[src/rtl/booth_r2_mult_seq.sv]
// Sequential radix-2 Booth multiplier with valid/ready handshakes on both sides.
// Signed or unsigned operands are selected per operation; one Booth iteration runs per clock.
module booth_r2_mult_seq #(
  parameter int WIDTH = 4,
  parameter int CNT_W = $clog2(WIDTH + 2)
) (
  input  logic               clk,
  input  logic               reset_n,
  input  logic               clr,
  input  logic               in_valid,
  output logic               in_ready,
  input  logic               in_signed,
  input  logic [WIDTH-1:0]   m_in,
  input  logic [WIDTH-1:0]   q_in,
  output logic               out_valid,
  input  logic               out_ready,
  output logic [2*WIDTH-1:0] product,
  output logic               busy
);

  typedef enum logic [1:0] {IDLE, CALC, DONE} state_t;

  localparam logic [CNT_W-1:0] CNT_INIT = CNT_W'(WIDTH + 1);
  localparam logic [CNT_W-1:0] CNT_LAST = CNT_W'(1);

  state_t               state_q;
  logic [WIDTH+1:0]     a_q;
  logic [WIDTH:0]       q_q;
  logic [WIDTH:0]       m_q;
  logic                 qm1_q;
  logic [CNT_W-1:0]     cnt_q;
  logic [2*WIDTH-1:0]   product_q;
  logic                 out_valid_q;
  logic                 busy_q;

  logic [WIDTH+1:0]     m_wide;
  logic [WIDTH+1:0]     a_sum;
  logic [WIDTH+1:0]     a_d;
  logic [WIDTH:0]       q_d;
  logic                 qm1_d;
  logic [CNT_W-1:0]     cnt_d;
  logic [2*WIDTH+2:0]   aq_d;
  logic [WIDTH:0]       m_ext_in;
  logic [WIDTH:0]       q_ext_in;
  logic                 accept;

  // in_ready is a function of state and out_ready only, never of in_valid
  assign in_ready  = (state_q == IDLE) || ((state_q == DONE) && out_ready);
  assign accept    = in_valid && in_ready;
  assign out_valid = out_valid_q;
  assign product   = product_q;
  assign busy      = busy_q;

  assign m_ext_in = {in_signed & m_in[WIDTH-1], m_in};
  assign q_ext_in = {in_signed & q_in[WIDTH-1], q_in};

  always_comb begin
    m_wide = {m_q[WIDTH], m_q};
    a_sum  = a_q;
    case ({q_q[0], qm1_q})
      2'b10:   a_sum = a_q - m_wide;
      2'b01:   a_sum = a_q + m_wide;
      default: a_sum = a_q;
    endcase
    // Arithmetic shift of {A, Q, Q_-1} taken from the post-add accumulator
    a_d   = {a_sum[WIDTH+1], a_sum[WIDTH+1:1]};
    q_d   = {a_sum[0], q_q[WIDTH:1]};
    qm1_d = q_q[0];
    cnt_d = cnt_q - CNT_LAST;
    aq_d  = {a_d, q_d};
  end

  always_ff @(posedge clk or negedge reset_n) begin
    if (!reset_n) begin
      state_q     <= IDLE;
      a_q         <= '0;
      q_q         <= '0;
      m_q         <= '0;
      qm1_q       <= 1'b0;
      cnt_q       <= '0;
      product_q   <= '0;
      out_valid_q <= 1'b0;
      busy_q      <= 1'b0;
    end else if (clr) begin
      state_q     <= IDLE;
      cnt_q       <= '0;
      out_valid_q <= 1'b0;
      busy_q      <= 1'b0;
    end else if (accept) begin
      state_q     <= CALC;
      m_q         <= m_ext_in;
      q_q         <= q_ext_in;
      a_q         <= '0;
      qm1_q       <= 1'b0;
      cnt_q       <= CNT_INIT;
      out_valid_q <= 1'b0;
      busy_q      <= 1'b1;
    end else begin
      case (state_q)
        CALC: begin
          a_q   <= a_d;
          q_q   <= q_d;
          qm1_q <= qm1_d;
          cnt_q <= cnt_d;
          if (cnt_q == CNT_LAST) begin
            product_q   <= aq_d[2*WIDTH-1:0];
            out_valid_q <= 1'b1;
            busy_q      <= 1'b0;
            state_q     <= DONE;
          end
        end
        DONE: begin
          if (out_ready) begin
            out_valid_q <= 1'b0;
            state_q     <= IDLE;
          end
        end
        default: ;
      endcase
    end
  end

endmodule

[config.mk]
export PLATFORM = sky130hd
export DESIGN_NAME = booth_r2_mult_seq
export DESIGN_NICKNAME = d
export VERILOG_FILES = /design/src/rtl/booth_r2_mult_seq.sv
export SDC_FILE = /design/constraint.sdc
export NUM_CORES = 1
export LEC_CHECK = 0
export ABC_AREA = 0
export BUFFER_PORTS_ARGS = -buffer_cell sky130_fd_sc_hd__buf_2
export CAP_MARGIN = 20
export CORE_ASPECT_RATIO = 0.7
export CORE_MARGIN = 5
export CORE_UTILIZATION = 60
export CTS_CLUSTER_DIAMETER = 100
export DETAILED_ROUTE_END_ITERATION = 7
export PLACE_DENSITY = 0.88
export SKIP_LAST_GASP = 1
export SYNTH_ARGS = -nofsm -noshare
export SYNTH_HDL_FRONTEND = slang
export SYNTH_SLANG_ARGS = --single-unit
[constraint.sdc]
create_clock -name clk -period 6.6 [get_ports clk]
set_input_delay 0.33 -clock clk [delete_from_list [all_inputs] [get_ports clk]]
set_output_delay 0.33 -clock clk [all_outputs]
set_load 0.01 [all_outputs]
After elaboration in Yosys (flattened, before gate mapping). Index checks and enable logic that the tools add are counted. Widths: inputs -> output; s select.

Input port bits: 14. Register bits after elaboration: 32. Word-level logic and storage cells: 60.

Reduce and logical (&&, ||, !) cells: 13. Add/sub/neg operators: 3. Equal/unequal tests: 7. Muxes and demuxes: 24. Bitwise gates (word level): 4.

Operators by type and width (number): $mux 6 (2); $pmux 6 s2 (1); $mux 1 (10); $mux 5 (2); $mux 3 (3); $mux 2 (4); $ne 4x4->1 const B (2); $add 6x6->6 (1); $reduce_and 2->1 (3); $reduce_bool 3->1 (2); $sub 6x6->6 (1); $eq 2x1->1 const B (2); $eq 2x2->1 const B (2); $pmux 2 s2 (1); $reduce_and 4->1 (1); $reduce_bool 4->1 (1); $eq 3x1->1 const B (1); $reduce_and 3->1 (1); $sub 3x1->3 const B (1); $and 1x1->1 (2); $logic_and 1x1->1 (2); $logic_not 2->1 (1); $not 1->1 (2); $pmux 1 s2 (1); other kinds (2) (2).

Logic depth before layout (Yosys ltp). Gate-level depths: netlist (run 1).

Depth in word-level cells: 6. Depth in mapped cells: 10. Gate-level depth less buffers: 10.

Worst setup path after synthesis (run 1). No wires, ideal clock.

Path kind: register to register. From: register q_q[0]. To: register a_q[3]. Buffers on the path: 0. Stages on the path, launching flop included: 10. Setup slack: 4.293 ns. Setup time: 0.121 ns. Data arrival time: 2.186 ns. Path through: dfrtp_1 > inv_1 > ha_1 > mux2_2 > fa_1 > a21o_1 > a21oi_1 > xor2_1 > o21ai_0 > a22o_1.

Cells in the longest elaborated chain, start to end: 4. Elaborated cells on any way between the ends: 5. Those cells by class: eq/ne (2); mux (3).

RTL lines: start, declared (line 28) `logic [WIDTH:0] q_q;`; start signal, assigned (line 92) `q_q <= q_ext_in;`; start signal, assigned (line 102) `q_q <= q_d;`; $eq 2x1->1 or $eq 2x2->1 (tied branches) (line 60) `case ({q_q[0], qm1_q})`; $pmux 6 s2 * (line 60); $mux 6 * (line 99) `case (state_q)`; $mux 6 * (line 89) `end else if (accept) begin`; end signal, assigned (line 76) `a_q <= '0;`; end signal, assigned (line 93) `a_q <= '0;`; end signal, assigned (line 101) `a_q <= a_d;`; end, declared (line 27) `logic [WIDTH+1:0] a_q;`.

Mark *: on every way between the ends. The rest lies on a longest branch, timed or not. The select of a mux whose other input is x is not followed. A chain may end at the register's enable or synchronous reset.

Worst setup path in the final report (run 1).
From: register q_q[0]. To: register a_q[4].

The elaborated chain is that of the path after synthesis.

==> flow_summary.yaml, run 1 <==
clock_tree:
  cts_tree: "yes"
  cts_hold_buf: 0
  clkTransAtPathRegs_ns: 0.07
  cts_setup_buffers: 0
  cts_buffer_depth: 2
  numCtsBuffers: 5
  clk_latency_ns: 0.29
  htree_levels: 2
  root_buffer: "clkbuf_8"
  cts.sinks: 30
  postCtsResizedCells: 0
place:
  place_area_um2: 1810
  io_buffers: 24
  dp_hpwl_mm: 2.62
  gp_congestion: 0.867
sta:
  worst_pin_slew_ns: 0.716
  rsz0062_at_grt: "false"
  timing.final.hold_violations: 0
  finalSetupTns_ns: 0
  slew_violations: 0
  max_freq_ghz: 0.389
  period_share_pct: 38.9
  final-setup-viol-count: 0
  fin_crit_ns: 2.57
  clock_skew_ns: 0.00813
  relSlewSlack_pct: 52.1
critical_path:
  rr_startpoint: "q_q[0]"
  crit_path_start_kind: "flop"
  crit_required_ns: 6.77
  crit_path_frequent_cell: "ha_1"
  crit_fanout: 6
  critPathKind: "reg2reg"
  r2r-end: "a_q[4]"
  end_kind: "flop"
  crit_family: "compound AO/OA/AOI/OAI gates"
  cp_num_buf_inv: 1
  cpPeakStageDelay_ns: 0.39
  crit_chain: "inv_1 > ha_1 > mux2_2 > ha_1 > a211oi_1 > o21bai_1 > a21oi_1 > xnor2_1 > o41ai_1"
  cp_data_arrival_time_ns: 2.74
  rr_worst_depth: 9
  reg2reg_slack_ns: 4.03
  crit_path_top_delay_cell: "mux2_2"
yosys:
  syn_avg_cell_area_um2: 10.0
  yosysSeqAreaShare_pct: 45.1
  synth_top_area_share_pct: 45.1
  synthAdderAreaFrac_pct: 10.2
  synth_compound_area_share_pct: 15.6
  ys_ff_latch: 30
  synth_fp_nets: 193
  syn_area_um2: 1660
  synth_area_leaders: "dfrtp_1 (45%), ha_1 (9.0%), mux2_2 (6.8%)"
  synth_edf_count: 0
  yosys.area_share.simple_pct: 11.8
  synth.area.mux_share_pct: 8.57
  synth_top_cell_by_area: "dfrtp_1"
  ys_async_sr_fraction_pct: 100
  synth.distinct_cells: 30
  synth-xor-area-share_pct: 4.74
  synth_cells: 166
  synth_top_family_by_area: "compound AO/OA/AOI/OAI gates"
  yosys_warnings: 0
  synth-main-ff-cell: "dfrtp_1"
floorplan:
  dieArea_um2: 3940
  num_io_pins: 25
  core-area_um2: 2720
  initial_core_util_pct: 61.1
  dieWidth_um: 72.9
  die_h_um: 54.1
  rows: 16
pwr:
  ir_drop_mv: 0.235
  leakagePower_nw: 0.924
  p_comb_share_pct: 44.9
  p_sw_w: 0.000356
  switching_share_pct: 39.3
  powerDensity_nw_per_um2: 471
  p_int_w: 0.000550
  pwr-share-seq_pct: 34.0
  clkPwrFrac_pct: 21.1
route:
  viasPerCell: 5.77
  drt_iter0_drc: 99
  totalWireLength_mm: 3.77
  via_count: 1316
  drc_errors: 0
  detail_route.first_pass.iterations: 5
  ant_nets: 0
  drt-wirelength-per-cell_um: 16.5
grt:
  grt_max_degree: 31
  antenna_found_initial: 0
  grt_first_pass_wirelength_mm: 6.25
  first_global_vias: 1297
  track_usage_pct: 21.4
  grt_overflow: 0
job:
  maxCapViolCount: 0
layout:
  drive_above_1_share_pct: 22.4
  final_core_util_pct: 70.6
  layout.nets: 219
  n_fill_cell: 209
  stdcell_area_um2: 1920
  area_growth_pct: 15.5
  antenna_cells: 0
status:
  status: "finished, final reports clean"
hold_path:
  hold_path_class: "in2async"
## placed cells by master, fill, tap and decap left out, drive strengths merged
cell,synthesis,routed
ha,12,12
a21o,3,3
nor4,2,2
a211oi,2,2
a31oi,1,1
nor2,9,9
dfrtp,30,30
xor2,4,4
nand2b,2,2
o21ai,18,18
nor3,3,3
a22oi,4,4
buf,1,24
nand3,2,2
or2,1,1
mux2i,3,3
mux2,10,10
nand2,17,17
clkbuf,4,6
bufinv,0,1
o21bai,2,2
nand3b,1,1
a21oi,11,11
fa,1,1
xnor2,5,5
and2,2,2
inv,12,12
o41ai,1,1
nor3b,1,1
a22o,2,2
## flip-flops by register name, summed over array words and instances (netlist names)
| name | count |
|---|---|
| a_q | 5 |
| busy | 1 |
| cnt_q | 3 |
| m_q | 5 |
| out_valid | 1 |
| product | 8 |
| q_q | 5 |
| qm1_q | 1 |
| state_q | 1 |
## synthesized netlist by cell type, drive strengths merged (2+ instances only)
library cell	n
dfrtp	30
o21ai	18
nand2	17
ha	12
inv	12
a21oi	11
mux2	10
nor2	9
xnor2	5
a22oi	4
clkbuf	4
xor2	4
a21o	3
mux2i	3
nor3	3
a211oi	2
a22o	2
and2	2
nand2b	2
nand3	2
nor4	2
o21bai	2
## final cells by class
cell class                 count  area [um2]  share of cell area (%)
multi-input combinational    119         848                    44.1
clock buffer                   6        82.6                    4.30
timing repair buffer          24         120                    6.25
clock inverter                 1        30.0                    1.56
tap                           36        45.0                    2.34
inverter                      12        45.0                    2.34
sequential                    30         751                    39.1
## power by group through the flow
stage	logic [W]	clock network [W]	registers, W
after floorplan	0.000280	0	0.000307
after global placement	0.000375	0	0.000302
after detailed placement	0.000390	0	0.000309
after global routing	0.000453	0.000197	0.000316
after CTS	0.000401	0.000189	0.000306
final	0.000407	0.000191	0.000308
## worst max-delay path by stage
stage / start / endpoint / depth (start not counted)
final: q_q[0] / a_q[4] / 9
after global routing: q_q[0] / a_q[4] / 9
after CTS: q_q[0] / a_q[4] / 9
after detailed placement: q_q[0] / a_q[4] / 9
after global placement: q_q[0] / a_q[4] / 9
after floorplan: q_q[0] / a_q[3] / 9
## worst reg2reg max path, cell delays in order, from the launching register on
cell	delay [ns]
dfrtp_1	0.38
inv_1	0.08
ha_1	0.25
mux2_2	0.39
ha_1	0.31
a211oi_1	0.34
o21bai_1	0.12
a21oi_1	0.20
xnor2_1	0.09
o41ai_1	0.30
## cells by family (layout without fill, tap and decap cells)
logic type      after synthesis  after routing
compound gates               44             44
xor+xnor                      9              9
fa+ha+maj                    13             13
buf+inv                      17             43
flops                        30             30
mux                          13             13
simple gates                 40             40
## stage by stage
step	total power [W]	std cells	setup slack, ns	hold WS [ns]
global route	0.000965	228	3.84	0.135
finish	0.000906	228	4.03	0.0701
global placement	0.000676	221	4.23	0.391
CTS	0.000896	228	4.03	0.101
floorplan	0.000587	166	4.29	0.0344
detailed placement	0.000698	221	4.10	0.400
## routing by layer
layer	GRT usage [%]	up-vias	wire, um
li1	-	627	-
met1	28.8	635	1720
met2	33.4	45	1770
met3	5.41	9	223
met4	8.28	0	54
met5	0	-	0
Power figures use the tool's default switching activity.
==> run 2, diff against run 1 <==
--- a/config.mk
+++ b/config.mk
@@ -10,10 +10,10 @@
 export CAP_MARGIN = 20
 export CORE_ASPECT_RATIO = 0.7
 export CORE_MARGIN = 5
-export CORE_UTILIZATION = 60
+export CORE_UTILIZATION = 50
 export CTS_CLUSTER_DIAMETER = 100
 export DETAILED_ROUTE_END_ITERATION = 7
-export PLACE_DENSITY = 0.88
+export PLACE_DENSITY = 0.79
 export SKIP_LAST_GASP = 1
 export SYNTH_ARGS = -nofsm -noshare
 export SYNTH_HDL_FRONTEND = slang
==> constraint.sdc (replaced) <==
create_clock -name clk -period 2.2 [get_ports clk]
set_input_delay 0.11 -clock clk [delete_from_list [all_inputs] [get_ports clk]]
set_output_delay 0.11 -clock clk [all_outputs]
set_load 0.01 [all_outputs]
==> run 2 against run 1 <==
  * The run now ends with setup timing left
  * Utilization fell by 5.5 points
  * Power grew to 3.2 times the previous value
  * Clock power rose to 2.8 times the previous value
  * Critical path depth is the same
  * Via count rose by 1.4%
  * Setup slack worse by 4.0 ns
  * Cell count increased by 6.1%
  * First-iteration DRC count down 12%
  * Non-clock buffer count grew 11
  * Highest routed layer unchanged
==> flow_summary.yaml, run 2 (synthesis results as in run 1) <==
status:
  status: "complete, but fails checks"
  violations: "setup timing"
floorplan:
  num_io_pins: 25
  core-area_um2: 3170
  rows: 17
  dieArea_um2: 4600
  die_h_um: 58.3
  dieWidth_um: 79.0
  initial_core_util_pct: 52.5
critical_path:
  cp_data_arrival_time_ns: 2.38
  crit_start: "m_q[0]"
  end_kind: "flop"
  crit_required_ns: 2.37
  reg2reg_slack_ns: -0.009
  setup.worst_path.end: "a_q[3]"
  crit_path_start_kind: "flop"
  crit_fanout: 2
  rr_startpoint: "m_q[0]"
  r2r-end: "a_q[3]"
  rr_worst_depth: 9
  critPathKind: "reg2reg"
sta:
  period_share_pct: 100
  rsz0062_at_grt: "true"
  clock_skew_ns: 0.00260
  worst_pin_slew_ns: 0.668
  max_freq_ghz: 0.453
  timing.final.hold_violations: 0
  fin_crit_ns: 2.21
  slew_violations: 0
  setup_slack_ns: -0.00946
  relSlewSlack_pct: 55.4
  final-setup-viol-count: 1
  whs_ns: 0.0610
layout:
  layout.nets: 230
  antenna_cells: 0
  drive_above_1_share_pct: 32.4
  multi_input_area_um2: 905
  area_growth_pct: 23.9
  n_fill_cell: 259
  largest_reg_flops: 8
  stdcell_area_um2: 2060
  seqCellArea_um2: 751
  fin_cells: 242
  mostFrequentLayoutCells: "dfrtp_1 (30), buf_2 (24), nand2_1 (17)"
  final_common_cell: "dfrtp_1"
clock_tree:
  cts.sinks: 30
  htree_levels: 2
  clk_latency_ns: 0.28
  numCtsBuffers: 5
  cts_tree: "yes"
  cts_buffer_depth: 2
  clkTransAtPathRegs_ns: 0.06
  root_buffer: "clkbuf_8"
pwr:
  pwr-share-seq_pct: 32.0
  leakagePower_nw: 0.985
  p_int_w: 0.00176
  switching_share_pct: 38.8
  p_comb_share_pct: 49.4
  ir_drop_mv: 0.638
  clkPwrFrac_pct: 18.6
  p_sw_w: 0.00112
  powerDensity_nw_per_um2: 1390
route:
  drt-wirelength-per-cell_um: 15.5
  drc_errors: 0
  totalWireLength_mm: 3.74
  ant_nets: 0
  viasPerCell: 5.51
  via_count: 1334
  detail_route.first_pass.iterations: 4
  drt_iter0_drc: 87
grt:
  antenna_found_initial: 0
  first_global_vias: 1389
  track_usage_pct: 18.0
  grt_first_pass_wirelength_mm: 6.31
  grt_overflow: 0
  grt_max_degree: 31
place:
  io_buffers: 24
  gp_congestion: 0.932
  dp.cells: 233
  dp_hpwl_mm: 2.75
  place_area_um2: 1900
job:
  maxCapViolCount: 0
hold_path:
  hold_path_class: "in2reg"
-- run 2: cell types whose count changed in the layout (fill, tap and decap cells not counted), sizes merged --
cell	previous run	this run
dlygate4sd3	0	1
clkbuf	6	5
clkinv	0	2
buf	24	34
-- run 2: worst max-delay path, cell delays in order, from the launching register on --
cell and delay (ns):
dfrtp_1 0.40, inv_2 0.09, ha_4 0.19, mux2_4 0.30, fa_2 0.37, a21o_1 0.18
a21oi_2 0.14, xor2_1 0.15, o21ai_1 0.07, a22o_1 0.21
-- run 2: what timing repair did --
action | in CTS | in global routing
hold buffers | 1 | 0
cloned | 0 | 0
pin swaps | 9 | 5
endpoints found under the hold margin | 30 | 0
setup buffers | 0 | 0
resized for setup | 5 | 6
setup endpoints to repair | 3 | 3
-- run 2: stage by stage --
step / util [%] / setup TNS [ns] / setup WS, ns / power (W)
after floorplan: - / 0 / 0.00176 / 0.00180
after global placement: 60.1 / -0.00605 / -0.00605 / 0.00214
after detailed placement: 60.1 / -0.242 / -0.196 / 0.00222
after CTS: 64.5 / 0 / 0.000318 / 0.00283
after global routing: 65.1 / -0.188 / -0.110 / 0.00308
final: 65.1 / -0.00946 / -0.00946 / 0.00288
-- run 2: area by class of cell --
type / instances / area share, %
tap: 38 / 2.31
multi-input combinational: 119 / 43.9
inverter: 12 / 2.18
clock buffer: 5 / 3.34
timing repair buffer: 35 / 9.95
sequential: 30 / 36.4
clock inverter: 3 / 1.94
-- run 2: worst min-delay path by stage --
| stage | startpoint | endpoint | slack [ns] | cells past startpoint |
|---|---|---|---|---|
| 2_1_floorplan | reset_n | a_q[0] | -0.19 | 0 |
| 4_1_cts | m_in[2] | m_q[2] | 0.05 | 2 |
| 3_5_place_dp | reset_n | m_q[0] | 0.18 | 1 |
| 3_3_place_gp | reset_n | a_q[0] | 0.17 | 1 |
| 5_1_grt | m_in[1] | m_q[1] | 0.07 | 3 |
| 6_report | m_in[2] | m_q[2] | 0.06 | 2 |
-- run 2: power by group through the flow --
stage          combinational, W  clock (W)  sequential [W]
2_1_floorplan          0.000878          0        0.000921
3_3_place_gp            0.00124          0        0.000900
3_5_place_dp            0.00131          0        0.000919
4_1_cts                 0.00137   0.000546        0.000915
5_1_grt                 0.00156   0.000571        0.000947
6_report                0.00142   0.000534        0.000920
-- run 2: metal layers --
metal	up-vias	global-route usage (%)	wire [um]
met5	-	0	0
met2	40	28.9	1760
li1	650	-	-
met4	0	8.58	94
met3	13	4.19	179
met1	631	23.2	1710
==> run 3, diff against run 2 <==
--- a/config.mk
+++ b/config.mk
@@ -10,10 +10,10 @@
 export CAP_MARGIN = 20
 export CORE_ASPECT_RATIO = 0.7
 export CORE_MARGIN = 5
-export CORE_UTILIZATION = 50
+export CORE_UTILIZATION = 60
 export CTS_CLUSTER_DIAMETER = 100
 export DETAILED_ROUTE_END_ITERATION = 7
-export PLACE_DENSITY = 0.79
+export PLACE_DENSITY = 0.88
 export SKIP_LAST_GASP = 1
 export SYNTH_ARGS = -nofsm -noshare
 export SYNTH_HDL_FRONTEND = slang
==> constraint.sdc (replaced) <==
create_clock -name clk -period 2.68 [get_ports clk]
set_input_delay 0.134 -clock clk [delete_from_list [all_inputs] [get_ports clk]]
set_output_delay 0.134 -clock clk [all_outputs]
set_load 0.01 [all_outputs]
==> run 3 against run 2 <==
  * The flow now finishes without violations
  * Power fell by 19%
  * Hold slack improved by 0.0080 ns
  * Register-to-register slack improved by 0.14 ns
  * Critical path type unchanged
==> flow_summary.yaml, run 3 (synthesis results as in run 1) <==
route:
  viasPerCell: 5.86
  drc_errors: 0
  via_count: 1365
  totalWireLength_mm: 3.69
  drt-wirelength-per-cell_um: 15.8
  ant_nets: 0
  detail_route.first_pass.iterations: 4
  drt_iter0_drc: 76
hold_path:
  holdPathStages: 3
  hold_path_class: "in2reg"
pwr:
  powerDensity_nw_per_um2: 1170
  leakagePower_nw: 0.957
  p_total_w: 0.00233
  ir_drop_mv: 0.631
floorplan:
  num_io_pins: 25
  initial_core_util_pct: 61.1
  dieArea_um2: 3940
  dieWidth_um: 72.9
  rows: 16
  die_h_um: 54.1
  core-area_um2: 2720
sta:
  final-setup-viol-count: 0
  clock_skew_ns: 0.00479
  max_freq_ghz: 0.392
  slew_violations: 0
  setup_slack_ns: 0.132
  worst_pin_slew_ns: 0.658
  period_share_pct: 95.1
  relSlewSlack_pct: 56.1
  fin_crit_ns: 2.55
  rsz0062_at_grt: "false"
  timing.final.hold_violations: 0
  finalSetupTns_ns: 0
place:
  dp_hpwl_mm: 2.68
  dp.cells: 224
  gp_congestion: 0.843
  dp_slack_ns: 0.158
  io_buffers: 24
grt:
  grt_overflow: 0
  track_usage_pct: 20.6
  antenna_found_initial: 0
  grt_first_pass_wirelength_mm: 5.98
  grt_max_degree: 31
  first_global_vias: 1320
clock_tree:
  clkTransAtPathRegs_ns: 0.07
  postCtsResizedCells: 0
  cts_buffer_depth: 2
  numCtsBuffers: 5
  cts_setup_buffers: 0
  htree_levels: 2
  cts_hold_buf: 1
  cts_tree: "yes"
  root_buffer: "clkbuf_8"
  clk_latency_ns: 0.28
  cts.sinks: 30
layout:
  drive_above_1_share_pct: 23.9
  antenna_cells: 0
  fin_cells: 233
  final_common_cell: "dfrtp_1"
  largest_reg_flops: 8
  layout.nets: 223
  area_growth_pct: 19.2
  mostFrequentLayoutCells: "dfrtp_1 (30), buf_2 (24), o21ai_0 (18)"
critical_path:
  crit_fanout: 6
  crit_required_ns: 2.85
  critPathKind: "reg2reg"
  crit_path_start_kind: "flop"
  cp_data_arrival_time_ns: 2.72
  end_kind: "flop"
  rr_worst_depth: 9
status:
  status: "finished, final reports clean"
job:
  maxCapViolCount: 0
[run 3: changes by cell type in the layout (fill, tap and decap cells not counted), sizes merged]
cell / previous run / this run
clkinv: 2 / 0
buf: 34 / 27
clkbuf: 5 / 6
bufinv: 1 / 2
[run 3: cell type report]
type                            count  area, um2
Clock buffer                        6       82.6
Clock inverter                      2       60.1
Fill cell                         213        738
Inverter                           12       45.0
Multi-Input combinational cell    119        848
Sequential cell                    30        751
Tap cell                           36       45.0
Timing Repair Buffer               28        153
[run 3: per-stage QoR]
stage / cell area [um2] / hold WS (ns) / utilization [%]
6_report: 1980 / 0.0690 / 72.9
5_1_grt: 1980 / 0.0827 / 72.9
4_1_cts: 1980 / 0.0732 / 72.9
3_5_place_dp: 1830 / 0.209 / 67.3
3_3_place_gp: 1830 / 0.197 / 67.3
2_1_floorplan: 1660 / -0.162 / -
[run 3: per-layer routing]
metal	vias up	GRT usage, %	part of all wire (%)
li1	640	-	-
met1	652	27.4	45
met2	58	31.6	45
met3	15	5.41	7.0
met4	0	9.82	2.6
met5	-	0	0
[run 3: final timing paths]
kind,startpoint,endpoint,slack (ns)
setup / recovery,q_q[0],a_q[4],0.13
hold / removal,m_in[0],m_q[0],0.07
setup reg to reg,q_q[0],a_q[4],0.13
hold reg to reg,q_q[0],q_q[0],0.49
max in group asynchronous,reset_n,busy,1.83
min in group asynchronous,reset_n,m_q[4],0.42
[run 3: critical path, stage by stage (launching register included)]
cell,delay (ns)
dfrtp_1,0.38
inv_1,0.08
ha_1,0.28
mux2_2,0.40
ha_1,0.30
a211oi_1,0.29
o21bai_1,0.13
a21oi_1,0.19
xnor2_1,0.08
o41ai_1,0.31
[run 3: power by group]
group	switching [W]	internal (W)	leakage, nW
clock network	0.000168	0.000396	0.0714
logic	0.000561	0.000449	0.497
registers	0.000136	0.000616	0.388
